### src/rtl/clock_div_pkg.sv
// Shared types and helpers for the programmable clock divider.
// The output mode is derived from the active ratio and selects the clk_out source.
package clock_div_pkg;

    typedef enum logic [1:0] {
        MODE_OFF    = 2'd0,
        MODE_BYPASS = 2'd1,
        MODE_EVEN   = 2'd2,
        MODE_ODD    = 2'd3
    } out_mode_e;

    // Length of the high phase in rising-edge cycles: ceil(d/2).
    function automatic logic [3:0] half_ratio(input logic [3:0] d);
        logic [4:0] sum;
        sum = {1'b0, d} + 5'd1;
        return sum[4:1];
    endfunction

    function automatic out_mode_e mode_of(input logic [3:0] d);
        if (d == 4'd0)
            return MODE_OFF;
        else if (d == 4'd1)
            return MODE_BYPASS;
        else if (d[0])
            return MODE_ODD;
        else
            return MODE_EVEN;
    endfunction

endpackage

### src/rtl/clock_div_core.sv
// Phase counter and the two phase registers of the divider.
// The ratio is latched only at a period boundary so every period completes at the old ratio.
//
// state        | meaning
// -------------+--------------------------------------------------
// div_q <= 1   | disabled or bypass: reload div on every rising edge
// cnt < H      | high phase (pos_q set)
// cnt >= H     | low phase (pos_q clear)
// cnt == N-1   | last cycle of the period: reload div_q, restart high
module clock_div_core
    import clock_div_pkg::*;
(
    input  logic       clk_in,
    input  logic       rst,
    input  logic [3:0] div,
    output logic [3:0] div_q,
    output logic       pos_q,
    output logic       neg_q
);

    logic [3:0] cnt;
    logic [4:0] cnt_inc;
    logic       boundary;

    assign cnt_inc  = {1'b0, cnt} + 5'd1;
    assign boundary = (div_q <= 4'd1) || (cnt == div_q - 4'd1);

    always_ff @(posedge clk_in or posedge rst) begin
        if (rst) begin
            div_q <= 4'd0;
            cnt   <= 4'd0;
            pos_q <= 1'b0;
        end else if (boundary) begin
            div_q <= div;
            cnt   <= 4'd0;
            pos_q <= (div >= 4'd2);
        end else begin
            cnt   <= cnt_inc[3:0];
            pos_q <= (cnt_inc < {1'b0, half_ratio(div_q)});
        end
    end

    // Half-cycle delayed copy; ANDed with pos_q it moves odd-ratio rises onto a falling edge.
    always_ff @(negedge clk_in or posedge rst) begin
        if (rst)
            neg_q <= 1'b0;
        else
            neg_q <= pos_q;
    end

endmodule

### src/rtl/clock_div.sv
// Programmable integer clock divider, ratio 0..15, 50 % duty for all ratios >= 1.
// Top level holds the output source select, including the ratio-1 bypass and reset gating.
module clock_div
    import clock_div_pkg::*;
(
    input  logic       clk_in,
    input  logic       rst,
    input  logic [3:0] div,
    output logic       clk_out
);

    logic [3:0] div_q;
    logic       pos_q;
    logic       neg_q;

    clock_div_core u_core (
        .clk_in (clk_in),
        .rst    (rst),
        .div    (div),
        .div_q  (div_q),
        .pos_q  (pos_q),
        .neg_q  (neg_q)
    );

    // Sources only change on a rising edge of clk_in, where all candidates agree or rise.
    always_comb begin
        clk_out = 1'b0;
        case (mode_of(div_q))
            MODE_BYPASS: clk_out = clk_in;
            MODE_EVEN:   clk_out = pos_q;
            MODE_ODD:    clk_out = pos_q & neg_q;
            default:     clk_out = 1'b0;
        endcase
        if (rst)
            clk_out = 1'b0;
    end

endmodule

### config.mk
export PLATFORM = sky130hd
export DESIGN_NAME = clock_div
export DESIGN_NICKNAME = d
export VERILOG_FILES = /design/src/rtl/clock_div_pkg.sv /design/src/rtl/clock_div_core.sv /design/src/rtl/clock_div.sv
export SDC_FILE = /design/constraint.sdc
export NUM_CORES = 1
export LEC_CHECK = 0
export ABC_AREA = 1
export BUFFER_PORTS_ARGS = -buffer_cell sky130_fd_sc_hd__buf_4
export CAP_MARGIN = 30
export CORE_MARGIN = 1.5
export CORE_UTILIZATION = 30
export CTS_BUF_LIST = sky130_fd_sc_hd__clkbuf_8
export DETAILED_ROUTE_END_ITERATION = 6
export PLACE_DENSITY = 0.57
export SLEW_MARGIN = 0
export SYNTH_ARGS = -nofsm -noshare
export SYNTH_HDL_FRONTEND = slang
export SYNTH_SLANG_ARGS = --single-unit
### constraint.sdc
create_clock -name clk_in -period 2.15 [get_ports clk_in]
set_input_delay 0.3225 -clock clk_in [delete_from_list [all_inputs] [get_ports clk_in]]
set_output_delay 0.3225 -clock clk_in [all_outputs]
set_load 0.01 [all_outputs]
==> metrics <==
status=finished, violations left; violations in the final reports=negative setup slack; n_diodes=0; Layout Cells excl Fill=146; area delta synth->final=23.9%; pin count of the biggest net entering global routing=10; Final Hold Fails=0; Buf/Inv on CP=1; WL final=1.37 mm; via count=639; Slew headroom=78.7%; skew final=0.0344 ns; HPWL Detailed=1.11 mm; routability cong.=0.746; largest family of logic cells by synthesized area=simple AND/OR/NAND/NOR gates; top cells by count, synth=nand2_1 (28), inv_1 (14), nand3_1 (13); clk_lat worst skew=0.37 ns; Crit. End Element=output pin; reg-to-reg slack, setup=0.37 ns; WP depth=3; first-pass GRT wire length=2.47 mm; slowest stage delay, CP=0.38 ns; fin nets=131; die height=53.8 um; P_leak=0.517 nW; Cells after DPL=138; placed cell area=853 um^2; RR Endpoint=u_core.pos_q; Synth top area share=29.1%; FFs w/ async S/R, synth=100%; drc violations=0; Max Slew Vio Count=0; CP Class=register to output pin; die width=53.8 um; delay-heaviest family, CP=flip-flops; multiplexer share of the synthesized area=0%; r2r worst-path depth=10; Crit. Startpoint=u_core.neg_q; number of synthesized flops with an enable pin=0; Netlist cell types=20; starting density of the core=31.5%; worst reg2reg startpoint=u_core.cnt[0]; Setup-failing EPs final=1; Seq/Total Area, Yosys=32.3%; fin worst setup slack=-0.304 ns; remaining antenna violation count=0; router iterations before antenna repair=4; Synth Instances=102; critical path's slowest cell=dfrtn_1; Worst Setup Start Kind=register; Syn Area/Cell=7.59 um^2; pre-CTS setup slack=0.0549 ns; antenna violations before repair=0; clock transition at the registers of the reported paths=0.04 ns; Data arrival, critical path=2.13 ns; number of synthesized register bits=10; Tot Pwr=1.80 mW; Congestion Overflow GR=0; I/O Buffers=6; RSZ-0062 raised after global routing=yes; GRT Overall Usage=12.3%; Total Die Area=2900 um^2; count leader, synth=nand2_1; DRT iter0 DRCs=5; Hold Path Class=input pin to register; Ports=7; row count=18; Pwr per Cell Area=1880 nW/um^2; crit path max fanout=1; CTS tree=built; Syn Std Cell Area=774 um^2; Top FF cell, synth=dfrtp_1; total core area=2450 um^2; Simple-Gate Fraction of Synth Area=34.7%; layout cells sized above 1=20.7%; CP Data Required Time=1.83 ns; vias in the first global route=605; YS warnings=0; Cell Chain, Critical Path=o21ai_1 -> a21oi_1 -> buf_4; Vias/cell=4.38; final setup TNS=-0.304 ns; DR WL/cell=9.41 um; XOR/XNOR share of the synthesized area=5.65%; Max VDD drop=1.13 mV; synthesized net count=116; max cap viols=0; ranking of synthesized cells by area=dfrtp_1 (29%), nand2_1 (14%), ha_1 (13%); worst slew pin tran=0.318 ns; cell accounting for the most synthesized area=dfrtp_1; compound-cell area share of the yosys netlist=4.68%; critical path capture point=clk_out; post-route cell area=960 um^2; post-synthesis adder-cell area fraction=12.9%
[power breakdown]
| part | switching [mW] | internal (mW) | leakage (nW) |
|---|---|---|---|
| clock | 0.104 | 0.294 | 0.0582 |
| sequential | 0.114 | 0.291 | 0.123 |
| combinational | 0.601 | 0.400 | 0.336 |
[worst min path at each step]
stage                       to   start  slack [ns]  depth (start not counted)
2_1_floorplan    u_core.cnt[0]     rst        0.16                          1
3_3_place_gp      u_core.pos_q     rst        0.35                          3
3_5_place_dp      u_core.pos_q     rst        0.35                          3
4_1_cts        u_core.div_q[0]  div[0]        0.18                          3
5_1_grt        u_core.div_q[2]  div[2]        0.19                          3
6_report       u_core.div_q[0]  div[0]        0.18                          3
[per-stage QoR]
step                      utilization, %  hold slack [ns]
after floorplan                        -            0.163
after global placement              34.8            0.354
after detailed placement            34.8            0.354
after CTS                           39.1            0.181
after global routing                39.1            0.194
final                               39.1            0.182
[cell families (layout without fill, tap and decap cells)]
logic type                 after synthesis  after routing
AOI/OAI and AO/OA                        5              5
xor gates and xnor gates                 5              5
adders and majority gates                8              8
buffers and inverters                   18             32
DFF                                     10             10
and+or+nand+nor                         56             56
[routing by layer]
| metal | vias up | wire [um] | global-route usage (%) |
|---|---|---|---|
| met2 | 11 | 623 | 16.1 |
| li1 | 342 | - | - |
| met3 | 3 | 54 | 5.56 |
| met4 | 0 | 19 | 8.12 |
| met1 | 283 | 676 | 16.0 |
| met5 | - | 0 | 0 |
[worst min-delay path, stage by stage]
cell and delay (ns):
buf_4 0.08, nand2_2 0.04, nand2_1 0.04
[layout by cell type (no fill, tap or decap), types with 2 or more instances in the layout]
| cell | n |
|---|---|
| xor2_1 | 4 |
| buf_4 | 7 |
| dfrtp_1 | 9 |
| nor2_1 | 7 |
| a21oi_1 | 2 |
| nand2_2 | 3 |
| nand2_1 | 28 |
| inv_2 | 3 |
| clkbuf_8 | 7 |
| inv_1 | 14 |
| nand3_1 | 13 |
| ha_1 | 8 |
[flip-flops by register name, indices dropped and copies added (netlist names)]
register	cells
u_core.cnt	4
u_core.div_q	4
u_core.neg_q	1
u_core.pos_q	1
[final cells by class]
type | instances | area, um^2
repair buffers | 7 | 55.1
well taps | 30 | 37.5
inverters | 17 | 63.8
flip-flops and latches | 10 | 250
fillers | 244 | 1500
clock buffers | 8 | 104
multi-input cells | 74 | 449
[what timing repair did]
| action | 4_1_cts | 5_1_grt |
|---|---|---|
| resized for setup | 1 | 0 |
| endpoints found under the hold margin | 3 | 0 |
| hold buffers | 1 | 0 |
| buffers inserted | 0 | 0 |
| pin swaps | 2 | 0 |
| endpoints found under the setup margin | 1 | 1 |
Note: power is estimated with default switching activity, not from simulation.
